### src/rtl/bt_packet_parser.sv
// Framed-packet parser for the Bluetooth UART byte stream: SYNC, LEN, payload, XOR checksum.
// Payload is buffered and released on a valid/ready stream only after the checksum matches.
module bt_packet_parser #(
  parameter logic [7:0]  SYNC_BYTE      = 8'hA5,
  parameter int unsigned MAX_LEN        = 32,
  parameter int unsigned TIMEOUT_CYCLES = 26040
) (
  input  logic       clk,
  input  logic       rst_n_in,
  input  logic [7:0] byte_in,
  input  logic       byte_valid_in,
  output logic [7:0] out_data,
  output logic       out_valid,
  input  logic       out_ready,
  output logic       out_last,
  output logic [5:0] frame_len,
  output logic       frame_ok,
  output logic       frame_err,
  output logic [1:0] err_code,
  output logic       drop
);

  localparam int unsigned LW = 6;
  localparam int unsigned AW = (MAX_LEN > 1) ? $clog2(MAX_LEN) : 1;
  localparam int unsigned TW = $clog2(TIMEOUT_CYCLES + 1);

  localparam logic [1:0] ERR_LEN     = 2'd1;
  localparam logic [1:0] ERR_CSUM    = 2'd2;
  localparam logic [1:0] ERR_TIMEOUT = 2'd3;

  typedef enum logic [2:0] {
    S_IDLE    = 3'd0,
    S_LEN     = 3'd1,
    S_PAYLOAD = 3'd2,
    S_CSUM    = 3'd3,
    S_DRAIN   = 3'd4
  } state_e;

  // Reset asserts asynchronously and releases two clocks later, in step with clk.
  logic [1:0] rst_sync_q, rst_sync_d;
  logic       rst_n;

  state_e          state_q, state_d;
  logic [LW-1:0]   len_q, len_d;
  logic [LW-1:0]   idx_q, idx_d;
  logic [LW-1:0]   rd_q, rd_d;
  logic [7:0]      csum_q, csum_d;
  logic [TW-1:0]   tmo_q, tmo_d;
  logic [7:0]      out_data_q, out_data_d;
  logic            out_valid_q, out_valid_d;
  logic            out_last_q, out_last_d;
  logic [LW-1:0]   frame_len_q, frame_len_d;
  logic            frame_ok_q, frame_ok_d;
  logic            frame_err_q, frame_err_d;
  logic [1:0]      err_code_q, err_code_d;
  logic            drop_q, drop_d;

  logic            buf_we_c;
  logic            in_frame_c;
  logic [LW-1:0]   rd_next_c;
  logic [7:0]      buf_mem [MAX_LEN];

  always_comb begin
    rst_sync_d = {rst_sync_q[0], 1'b1};
  end

  always_ff @(posedge clk or negedge rst_n_in) begin
    if (!rst_n_in) begin
      rst_sync_q <= 2'b00;
    end else begin
      rst_sync_q <= rst_sync_d;
    end
  end

  assign rst_n = rst_sync_q[1];

  // Payload storage; contents are don't-care after reset.
  always_ff @(posedge clk) begin
    if (buf_we_c) begin
      buf_mem[idx_q[AW-1:0]] <= byte_in;
    end
  end

  // Next-state and registered-output computation.
  always_comb begin
    state_d     = state_q;
    len_d       = len_q;
    idx_d       = idx_q;
    rd_d        = rd_q;
    csum_d      = csum_q;
    tmo_d       = '0;
    out_data_d  = out_data_q;
    out_valid_d = out_valid_q;
    out_last_d  = out_last_q;
    frame_len_d = frame_len_q;
    err_code_d  = err_code_q;
    frame_ok_d  = 1'b0;
    frame_err_d = 1'b0;
    drop_d      = 1'b0;
    buf_we_c    = 1'b0;
    rd_next_c   = rd_q + LW'(1);
    in_frame_c  = (state_q == S_LEN) || (state_q == S_PAYLOAD) || (state_q == S_CSUM);

    // Inter-byte watchdog, only while a frame is partially received.
    if (in_frame_c && !byte_valid_in) begin
      if (tmo_q == TW'(TIMEOUT_CYCLES - 1)) begin
        frame_err_d = 1'b1;
        err_code_d  = ERR_TIMEOUT;
        state_d     = S_IDLE;
      end else begin
        tmo_d = tmo_q + TW'(1);
      end
    end

    case (state_q)
      S_IDLE: begin
        if (byte_valid_in && (byte_in == SYNC_BYTE)) begin
          state_d = S_LEN;
        end
      end

      S_LEN: begin
        if (byte_valid_in) begin
          if ((byte_in == 8'd0) || (byte_in > 8'(MAX_LEN))) begin
            frame_err_d = 1'b1;
            err_code_d  = ERR_LEN;
            state_d     = S_IDLE;
          end else begin
            len_d   = byte_in[LW-1:0];
            csum_d  = byte_in;
            idx_d   = '0;
            state_d = S_PAYLOAD;
          end
        end
      end

      S_PAYLOAD: begin
        if (byte_valid_in) begin
          buf_we_c = 1'b1;
          csum_d   = csum_q ^ byte_in;
          idx_d    = idx_q + LW'(1);
          if (idx_q == (len_q - LW'(1))) begin
            state_d = S_CSUM;
          end
        end
      end

      S_CSUM: begin
        if (byte_valid_in) begin
          if (byte_in == csum_q) begin
            frame_ok_d  = 1'b1;
            frame_len_d = len_q;
            rd_d        = '0;
            out_valid_d = 1'b1;
            out_data_d  = buf_mem[0];
            out_last_d  = (len_q == LW'(1));
            state_d     = S_DRAIN;
          end else begin
            frame_err_d = 1'b1;
            err_code_d  = ERR_CSUM;
            state_d     = S_IDLE;
          end
        end
      end

      S_DRAIN: begin
        if (byte_valid_in) begin
          drop_d = 1'b1;
        end
        if (out_ready) begin
          if (out_last_q) begin
            out_valid_d = 1'b0;
            out_last_d  = 1'b0;
            state_d     = S_IDLE;
          end else begin
            rd_d       = rd_next_c;
            out_data_d = buf_mem[rd_next_c[AW-1:0]];
            out_last_d = (rd_next_c == (len_q - LW'(1)));
          end
        end
      end

      default: begin
        state_d     = S_IDLE;
        out_valid_d = 1'b0;
        out_last_d  = 1'b0;
      end
    endcase
  end

  always_ff @(posedge clk or negedge rst_n) begin
    if (!rst_n) begin
      state_q     <= S_IDLE;
      len_q       <= '0;
      idx_q       <= '0;
      rd_q        <= '0;
      csum_q      <= '0;
      tmo_q       <= '0;
      out_data_q  <= '0;
      out_valid_q <= 1'b0;
      out_last_q  <= 1'b0;
      frame_len_q <= '0;
      frame_ok_q  <= 1'b0;
      frame_err_q <= 1'b0;
      err_code_q  <= '0;
      drop_q      <= 1'b0;
    end else begin
      state_q     <= state_d;
      len_q       <= len_d;
      idx_q       <= idx_d;
      rd_q        <= rd_d;
      csum_q      <= csum_d;
      tmo_q       <= tmo_d;
      out_data_q  <= out_data_d;
      out_valid_q <= out_valid_d;
      out_last_q  <= out_last_d;
      frame_len_q <= frame_len_d;
      frame_ok_q  <= frame_ok_d;
      frame_err_q <= frame_err_d;
      err_code_q  <= err_code_d;
      drop_q      <= drop_d;
    end
  end

  assign out_data  = out_data_q;
  assign out_valid = out_valid_q;
  assign out_last  = out_last_q;
  assign frame_len = frame_len_q;
  assign frame_ok  = frame_ok_q;
  assign frame_err = frame_err_q;
  assign err_code  = err_code_q;
  assign drop      = drop_q;

endmodule

### config.mk
export PLATFORM = sky130hd
export DESIGN_NAME = bt_packet_parser
export DESIGN_NICKNAME = d
export VERILOG_FILES = /design/src/rtl/bt_packet_parser.sv
export SDC_FILE = /design/constraint.sdc
export NUM_CORES = 1
export LEC_CHECK = 0
export ABC_AREA = 0
export CAP_MARGIN = 25
export CORE_MARGIN = 2
export CORE_UTILIZATION = 55
export DETAILED_ROUTE_END_ITERATION = 16
export HOLD_SLACK_MARGIN = 0.03
export PLACE_DENSITY = 0.82
export SLEW_MARGIN = 30
export SYNTH_ARGS = -nofsm -noshare
export SYNTH_HDL_FRONTEND = slang
export SYNTH_SLANG_ARGS = --single-unit
### constraint.sdc
create_clock -name clk -period 2.3 [get_ports clk]
set_clock_uncertainty 0.2 [all_clocks]
set_input_delay 0.46 -clock clk [delete_from_list [all_inputs] [get_ports clk]]
set_output_delay 0.46 -clock clk [all_outputs]
set_load 0.01 [all_outputs]
==> flow_summary_export.csv <==
group,metric,value,unit
setup_path,worstSetupPathType,"reg -> reg",
place,finalWeightedCongestion,0.864,
logic_synthesis,synth_ff_type,"sky130_fd_sc_hd__edfxtp_1",
status,outcome,"complete, but fails checks",
logic_synthesis,ys_seq_area_frac,0.700,
pwr,power.density,937,nW/µm²
sta,timing.fmax,378,MHz
clocking,clkSinkCount,323,
route,route.met3.wl,2880,µm
die,floorplan.initialDensity,0.555,
global_routing,antenna_found_initial,2,
pwr,irDropWorstVdd,651,µV
final_layout,final_cell_area,16600,µm²
die,dieHeight,160,µm
clocking,cts_max_level,1,
die,chipWidth,160,µm
sta,finalSetupViolations,8,
die,design.portCount,33,
clocking,clk-insertion-delay-late,0.56,ns
logic_synthesis,async_reset_ff_frac,0.207,
route,route.detailed.vias_per_inst,6.17,
setup_path,timing.critical_path.arrival,2.87,ns
setup_path,worst-endpoint-required,2.52,ns
final_layout,multiInputGateArea,4080,µm²
worst_hold_path,worst_hold_path_type,"reg -> async",
route,first_pass_iters,6,
sta,worst_slack,-0.347,ns
global_routing,number_of_global_route_vias_before_repair,8117,
logic_synthesis,post_synthesis_register_bit_count,323,
place,dp_hpwl,19200,µm
global_routing,grt_pass1_wl,49000,µm
route,post-route-drc-count,0,
die,num_rows,57,
logic_synthesis,mappedNetlistNets,807,
route,drt_iter0_drc,963,
logic_synthesis,ys_types,54,
sta,slew_viol_final,0,
logic_synthesis,edff_count_synth,256,
logic_synthesis,number_of_warnings_printed_during_yosys_synthesis,0,
global_routing,grt_start_max_net_pins,44,
die,design.core.area,24100,µm²
route,wirelength_met1,11800,µm
final_layout,fill_cells,1484,
pwr,power.leakage,0.00580,µW
setup_path,worstSetupEndpointType,"register",
clocking,cts_tree,"done",
die,die_area,25600,µm²
logic_synthesis,syn-mean-instance-area,17.0,µm²
clocking,worst_setup_hold_path_clk_slew,0.07,ns
route,total_vias_in_the_final_route,7910,
route,top_signal_layer_used,"met4",
sta,fin_worst_hold_slack,0.0491,ns
sta,grt_setup_unrepaired,"yes",
global_routing,gr-total-overflow,0,
route,wirelength,32900,µm
sta,transition_time_at_the_pin_with_the_least_slew_margin,0.534,ns
final_layout,final-instance-count-excl-fill,1282,
sta,relSlewSlack,0.644,
setup_path,critical_path_peak_fanout,30,
sta,portion_of_the_clock_cycle_consumed_by_the_worst_path_in_the_final_layout,1.15,
final_layout,share_of_cells_above_drive_strength_1,0.334,
final_layout,net_count_reported_at_finish,953,
route,avgRoutedWirePerCell,25.7,µm
clocking,cts-buffers-inserted,31,
sta,hold_viol_final,0,
final_layout,regArea,9370,µm²
status,failed_checks,"setup timing",
global_routing,grt_util_all_layers,0.256,
place,placed_cells,1211,
job,drv_cap,0,
clocking,cts-root-buf,"sky130_fd_sc_hd__clkbuf_16",
route,route.antenna.remaining_nets,0,
logic_synthesis,cells_after_synth,787,
route,dr_wl_met2,16900,µm
sta,fin_crit,2.65,ns
final_layout,synthToLayoutAreaGrowth,23.8,%
setup_path,critPathLaunchType,"register",
clocking,cts.path.max_buffers,3,
place,postPlaceCellArea,15100,µm²
logic_synthesis,synthesis.area,13400,µm²
place,buffer_ports.inserted,32,
## metal layers
layer | GRT usage | vias up
li1 | - | 3343
met1 | 0.333 | 4002
met2 | 0.427 | 473
met3 | 0.0494 | 92
met4 | 0.110 | 0
met5 | 0 | -
## repair_timing
item | in CTS | in global routing
endpoints found under the hold margin | 2 | 0
setup buffers | 1 | 7
hold buffers | 1 | 0
setup endpoints to repair | 44 | 49
resized for setup | 42 | 16
gates cloned | 3 | 2
pin swaps | 10 | 10
## cell type report
cell class                 count  share of cell area
clock inverter                21              0.0175
timing repair buffer         153              0.0962
clock buffer                  36              0.0480
multi-input combinational    417               0.246
tap                          324              0.0245
inverter                       7             0.00159
antenna                        1            0.000151
sequential                   323               0.566
## cells in the mapped netlist, types with 3 or more instances
cell | number | area (µm²)
sky130_fd_sc_hd__mux2i_1 | 16 | 160
sky130_fd_sc_hd__buf_2 | 11 | 55.1
sky130_fd_sc_hd__dfrtp_1 | 67 | 1680
sky130_fd_sc_hd__nor3_1 | 7 | 35.0
sky130_fd_sc_hd__nand2b_1 | 4 | 25.0
sky130_fd_sc_hd__nor2_1 | 69 | 259
sky130_fd_sc_hd__ha_1 | 8 | 100
sky130_fd_sc_hd__nand2_1 | 48 | 180
sky130_fd_sc_hd__inv_1 | 6 | 22.5
sky130_fd_sc_hd__nand4_1 | 6 | 37.5
sky130_fd_sc_hd__buf_1 | 4 | 15.0
sky130_fd_sc_hd__xor2_1 | 19 | 166
sky130_fd_sc_hd__a21oi_1 | 7 | 35.0
sky130_fd_sc_hd__clkbuf_1 | 24 | 90.1
sky130_fd_sc_hd__nand4b_1 | 3 | 26.3
sky130_fd_sc_hd__a21oi_2 | 6 | 52.6
sky130_fd_sc_hd__a22oi_1 | 6 | 45.0
sky130_fd_sc_hd__nor2b_1 | 4 | 25.0
sky130_fd_sc_hd__nor4_1 | 7 | 43.8
sky130_fd_sc_hd__a311oi_1 | 4 | 35.0
sky130_fd_sc_hd__mux2_2 | 12 | 135
sky130_fd_sc_hd__nand3_1 | 33 | 165
sky130_fd_sc_hd__or3b_2 | 3 | 26.3
sky130_fd_sc_hd__o22ai_1 | 3 | 18.8
sky130_fd_sc_hd__o21ai_0 | 14 | 70.1
sky130_fd_sc_hd__nor3b_1 | 3 | 22.5
sky130_fd_sc_hd__mux4_2 | 72 | 1620
sky130_fd_sc_hd__xnor2_1 | 28 | 245
sky130_fd_sc_hd__edfxtp_1 | 256 | 7690
sky130_fd_sc_hd__and3_1 | 3 | 18.8
## registers in the layout, indices dropped and copies added (netlist names)
register / count
buf_mem: 256
csum_q: 8
drop: 1
err_code: 2
frame_err: 1
frame_len: 6
frame_ok: 1
idx_q: 6
len_q: 6
out_data: 8
out_last: 1
out_valid: 1
rd_q: 6
rst_sync_q: 2
state_q: 3
tmo_q: 15
## critical path, cell delays in order (launching register included)
cell and delay [ns]:
sky130_fd_sc_hd__dfrtp_4 0.51, sky130_fd_sc_hd__ha_4 0.33, sky130_fd_sc_hd__buf_12 0.22, sky130_fd_sc_hd__mux4_2 0.37, sky130_fd_sc_hd__mux4_2 0.51, sky130_fd_sc_hd__a22oi_2 0.24, sky130_fd_sc_hd__nand3_1 0.10
## cell usage in the layout, fill, tap and decap left out, types with 16 or more instances in the layout
| cell | n |
|---|---|
| sky130_fd_sc_hd__buf_12 | 18 |
| sky130_fd_sc_hd__buf_4 | 90 |
| sky130_fd_sc_hd__clkbuf_16 | 33 |
| sky130_fd_sc_hd__clkdlybuf4s50_1 | 26 |
| sky130_fd_sc_hd__dfrtp_1 | 65 |
| sky130_fd_sc_hd__edfxtp_1 | 256 |
| sky130_fd_sc_hd__mux2i_1 | 16 |
| sky130_fd_sc_hd__mux4_2 | 72 |
| sky130_fd_sc_hd__nand2_1 | 46 |
| sky130_fd_sc_hd__nand3_1 | 32 |
| sky130_fd_sc_hd__nor2_1 | 49 |
| sky130_fd_sc_hd__xnor2_1 | 27 |
## power breakdown
part,total [µW],internal (µW),switching [µW]
sequential,6550,6430,123
clock,5410,3260,2160
combinational,3560,1780,1780
## per-stage QoR
stage / worst slack, ns / setup TNS, ns / total power, µW / util
3_5_place_dp: -0.985 / -70.29 / 9880 / 0.627
2_1_floorplan: -0.385 / -7.52 / 8600 / -
3_3_place_gp: -0.955 / -66.49 / 9800 / 0.627
6_report: -0.347 / -2.32 / 15500 / 0.687
4_1_cts: -0.314 / -2.15 / 15400 / 0.680
5_1_grt: -0.359 / -2.60 / 15900 / 0.687
## path summary, 6_finish.rpt
| kind | start | to | slack (ns) | cells after the start |
|---|---|---|---|---|
| worst max-delay path | rd_q[0] | out_data[2] | -0.35 | 6 |
| worst max register to register | rd_q[0] | out_data[2] | -0.35 | 6 |
| max in group asynchronous | rst_sync_q[1] | tmo_q[11] | 1.20 | 1 |
| worst min register to register | rst_sync_q[1] | csum_q[4] | 0.05 | 0 |
| min in group clk | rst_sync_q[0] | rst_sync_q[1] | 0.15 | 0 |
| worst min-delay path | rst_sync_q[1] | csum_q[4] | 0.05 | 0 |
## cells by family (layout without fill, tap and decap cells)
kind of cell | Yosys count | count (layout) | share of synthesized area
and+or+nand+nor | 204 | 205 | 0.0735
buffers and inverters | 48 | 217 | 0.0163
muxes | 100 | 100 | 0.143
other | 1 | 2 | 0.000280
xor gates and xnor gates | 47 | 47 | 0.0308
DFF | 323 | 323 | 0.700
adders and majority gates | 8 | 8 | 0.00748
AOI/OAI and AO/OA | 56 | 56 | 0.0282
Note: power is estimated with default switching activity, not from simulation.
==> edit 1, RTL diff (same flow settings) <==
The parameter `MAX_LEN` goes from 32 to 64.
--- a/src/rtl/bt_packet_parser.sv
+++ b/src/rtl/bt_packet_parser.sv
@@ -2,7 +2,7 @@
 // Payload is buffered and released on a valid/ready stream only after the checksum matches.
 module bt_packet_parser #(
   parameter logic [7:0]  SYNC_BYTE      = 8'hA5,
-  parameter int unsigned MAX_LEN        = 32,
+  parameter int unsigned MAX_LEN        = 64,
   parameter int unsigned TIMEOUT_CYCLES = 26040
 ) (
   input  logic       clk,
Formal check against the unedited RTL: not equivalent (Yosys sat finds a counterexample within 10 cycles, from zero or initial values and one cycle with rst_n_in low).
==> edit 1 against the original RTL <==
Sequential cell count up 256; total power increased by 45%; sequential power increased by 80%; worst hold slack better by 30 ps; routed wire length rose by 89%; count of clock-buffer cells in the layout grew 30; final area rose by 73%; critical endpoint is now out_data[5]; worst setup slack lost 180 ps; sequential share of layout area up 2.9 points; clock power increased by 69%; the flow still finishes with violations (negative setup slack); non-clock buffer count rose by 138; area after synthesis up 77%.
==> edit 1: results (changes against the original RTL) <==
outcome: "finished with violations"
use_met3: 0.0672  # +0.0179
largest_register_ffs: 512  # +100%
ys_seq_area_frac: 0.721  # +0.0210
met2WireLength_mm: 30.8  # +83%
grt_use_met1: 0.351  # +0.0181
antenna_cells: 0  # -1
fin_ws_ps: -529  # -182 ps
synth_cell_types: 68  # +26%
n_fill_cell: 2498  # +68%
grt_max_degree: 67  # +52%
seq_power_mw: 11.8  # +80%
p_per_area_nw_per_um2: 784  # -16%
synth.area.mux_share: 0.127  # -0.0166
fin_tns_setup_ps: -3870  # -1550 ps
synth_edf_count: 512  # +100%
met3_length_mm: 6.79  # +140%
critPathArrivalTime_ps: 3120  # +250 ps
swShare: 0.220  # -0.0419
whs_ps: 78.6  # +29.5 ps
violations: "negative setup slack"
synthArstFlopShare: 0.116  # -0.0917
drtIter0Drc: 2186  # +130%
end_kind: "flip-flop"
synth_common_cells: "edfxtp_1, nand2_1, nor2_1"
met1_length_mm: 22.0  # +87%
worst_pin_slew_ps: 829  # +295 ps
post_cts_resized: 29  # -31%
final_cells: 2244  # +75%
crit_start: "rd_q[0]"
synth_fp_nets: 1402  # +74%
wl_per_cell_um: 27.8  # +8.1%
post_dp_cell_area_sq_um: 26200  # +73%
gp_congestion: 0.906  # +4.9%
nets: 1676  # +76%
cts_setup_buffers: 10  # +9
htreeDepth: 2  # +1
max-vdd-ir-drop_mv: 0.574  # -12%
crit_slowest_cell: "mux4_2"
clk-power_mw: 9.13  # +69%
grtUsageMet2: 0.461  # +0.0338
setup_violations: 8  # unchanged
hpwlAfterDp_mm: 37.4  # +94%
cts_buffers: 55  # +77%
grt_antenna_before_repair: 1  # -1
drive_above_1_share: 0.320  # -0.0147
avgSynthCellArea_sq_um: 17.1  # +0.46%
synth_area_leaders: "edfxtp_1, mux4_2, dfrtp_1, nand2_1, nor2_1"
p_leak_nw: 9.95  # +72%
dr_total_vias: 14400  # +82%
synth_compound_area_frac: 0.0301  # +0.00195
clk_latency_ps: 610  # +50 ps
postCtsHoldBufs: 1  # unchanged
rr_worst_depth: 9  # +3
track_usage: 0.276  # +0.0203
regToRegEndpoint: "out_data[5]"
top_layer_used: "met5"
grt_pass1_wl_mm: 89.9  # +84%
grt_pass1_vias: 14500  # +79%
-- edit 1: cell types whose count changed in the layout (fill, tap and decap cells not counted), moves of 26 or more --
| cell | before | now |
|---|---|---|
| edfxtp_1 | 256 | 512 |
| buf_4 | 90 | 222 |
| nand2_1 | 46 | 159 |
| nor2_1 | 49 | 128 |
| mux4_2 | 72 | 105 |
| clkbuf_16 | 33 | 59 |
-- edit 1: area by class of cell --
| type | count | area, sq um | area share |
|---|---|---|---|
| repair buffers | 291 | 2650 | 0.0925 |
| clock inverters | 37 | 372 | 0.0130 |
| inverters | 6 | 22.5 | 0.000786 |
| flip-flops and latches | 579 | 17100 | 0.595 |
| clock buffers | 66 | 1440 | 0.0502 |
| multi-input cells | 726 | 6440 | 0.225 |
| well taps | 539 | 674 | 0.0235 |
-- edit 1: worst reg2reg max path, cell delays in order, from the launching register on --
cell and delay (ps):
dfrtp_4 490, ha_4 340, buf_12 150, buf_8 150
buf_6 110, mux4_2 510, mux2_4 290, o22ai_2 230
or4_4 160, o211ai_1 70
==> edit 2, RTL diff (same settings) <==
Without the edit above. Make the reset (`rst_n` and `rst_n_in`) synchronous in 2 clocked blocks. Comments in the files are not updated.
--- a/src/rtl/bt_packet_parser.sv
+++ b/src/rtl/bt_packet_parser.sv
@@ -64,7 +64,7 @@
     rst_sync_d = {rst_sync_q[0], 1'b1};
   end
 
-  always_ff @(posedge clk or negedge rst_n_in) begin
+  always_ff @(posedge clk) begin
     if (!rst_n_in) begin
       rst_sync_q <= 2'b00;
     end else begin
@@ -188,7 +188,7 @@
     endcase
   end
 
-  always_ff @(posedge clk or negedge rst_n) begin
+  always_ff @(posedge clk) begin
     if (!rst_n) begin
       state_q     <= S_IDLE;
       len_q       <= '0;
Formal check against the unedited RTL: not equivalent (a bounded check fails within 10 cycles, from zero or initial values and one cycle with rst_n_in low; the reset may be asserted at any time).
==> edit 2 against the original RTL <==
The run still ends with negative setup slack left; worst setup slack improved by 130 ps; final cell count rose by 5.9%; area after synthesis fell by 0.47%; sequential cell count did not move; critical path depth rose by 2; routed wire length rose by 5.9%; fmax rose by 5.3%; utilization rose by 0.088 points; final area fell by 1.9%; critical path type unchanged; critical endpoint is now out_data[3].
Power is not compared: it rests on default switching activity, and its combinational part moved more than twofold at a synthesized area within 25%.
==> edit 2: results (changes against the original RTL) <==
relSlewSlack: 0.669  # +0.0250
n_fill_cell: 1436  # -3.2%
crit_slowest_cell: "o211ai_1"
fin_tns_setup_ps: -485  # +1830 ps
min_path_type: "input port to flip-flop"
synth_common_cells: "edfxtp_1, nor2_1, nand2_1"
wl_per_cell_um: 25.7  # about the same
outcome: "finished with violations"
drtIter0Drc: 1104  # +15%
clock-root-buffer: "clkbuf_16"
violations: "negative setup slack"
cp_max_fo: 11  # -63%
synth_cell_types: 57  # +5.6%
port_buffers: 32  # unchanged
nets: 1037  # +8.8%
dr.pass1.iters: 5  # -1
critical-path-max-stage-delay_ps: 420  # -90 ps
grt_antenna_before_repair: 0  # -2
critPathArrivalTime_ps: 2750  # -120 ps
crit_start: "rd_q[0]"
gp_congestion: 0.894  # +3.5%
max-vdd-ir-drop_mv: 0.520
via_per_inst: 6.37  # +3.2%
largest_register_ffs: 256  # unchanged
r2r_start: "rd_q[0]"
antenna_cells: 0  # -1
holdPathStages: 1
drive_above_1_share: 0.266  # -0.0685
synth_fp_nets: 882  # +9.3%
fin_ws_ps: -213  # +133 ps
rr_worst_depth: 8  # +2
critPathTopFamily: "compound AO/OA/AOI/OAI gates"
grt_pass1_vias: 8575  # +5.6%
clkTransAtPathRegs_ps: 70  # about the same
track_usage: 0.257  # +0.000988
ys_warn_count: 0  # unchanged
grt_max_degree: 35  # -20%
endpoint: "out_data[3]"
synth_area_leaders: "edfxtp_1, mux4_2, dfxtp_1, nor2_1, nand2_1"
synth_edf_count: 256  # unchanged
ys_seq_area_frac: 0.678  # -0.0219
htreeDepth: 1  # unchanged
grt_pass1_wl_mm: 49.8  # +1.6%
hpwlAfterDp_mm: 20.9  # +8.7%
cts_buffers: 31  # unchanged
setup_violations: 6  # -2
synthArstFlopShare: 0  # -0.207
clk_latency_ps: 570
-- edit 2: logic make-up after synthesis --
logic type	share of synthesized area
simple gates	0.0927
buf+inv	0.0179
flops	0.678
compound gates	0.0391
fa+ha+maj	0.00752
xor+xnor	0.0307
mux	0.134
-- edit 2: power breakdown --
group / internal, mW / switching [mW]
logic: 0.0707 / 0.151
clock network: 2.91 / 2.16
registers: 6.29 / 0.00281
total: 9.27 / 2.31
-- edit 2: cell type report --
cell class | instances | area share
sequential | 323 | 0.556
tap | 319 | 0.0246
clock inverter | 17 | 0.0119
inverter | 11 | 0.00254
clock buffer | 37 | 0.0491
multi-input combinational | 484 | 0.254
timing repair buffer | 166 | 0.102
-- edit 2: worst min-delay path by stage --
| stage | startpoint | to | slack [ps] |
|---|---|---|---|
| 6_report | rst_n_in | rst_sync_q[0] | 180 |
| 5_1_grt | rst_n_in | rst_sync_q[0] | 190 |
| 3_5_place_dp | rst_sync_q[0] | rst_sync_q[1] | 210 |
| 3_3_place_gp | rst_sync_q[0] | rst_sync_q[1] | 240 |
| 2_1_floorplan | rst_sync_q[0] | rst_sync_q[1] | 210 |
| 4_1_cts | rst_n_in | rst_sync_q[0] | 180 |
-- edit 2: worst reg2reg max path: cells and delay by family, from the launching register on --
kind                       cells  cell delay, ps
and+or+nand+nor                2             220
AOI/OAI and AO/OA              2             580
muxes                          1             370
DFF                            1             360
adders and majority gates      1             340
buffers and inverters          2             330
-- edit 2: stage by stage --
step | instances | power (mW) | utilization | cell area (sq um) | worst slack (ps)
6_report | 1357 | 11.6 | 0.688 | 16200 | -213
5_1_grt | 1357 | 11.8 | 0.688 | 16200 | -258
4_1_cts | 1346 | 11.5 | 0.678 | 16000 | 1.68
3_5_place_dp | 1287 | 6.62 | 0.632 | 14900 | -540
3_3_place_gp | 1287 | 6.61 | 0.632 | 14900 | -461
2_1_floorplan | 862 | 6.46 | - | 13300 | -4.66
-- edit 2: repair_timing --
item | 4_1_cts | 5_1_grt
endpoints found under the setup margin | 10 | 13
pin swaps | 1 | 12
setup buffers | 4 | 8
gates cloned | 1 | 3
gates resized for setup | 7 | 25
-- edit 2: metal layers --
layer	GRT usage	share of wire	wire length [um]
met1	0.337	0.36	12600
met2	0.422	0.48	16700
met3	0.0479	0.11	3730
met4	0.117	0.053	1850
met5	0	0	0
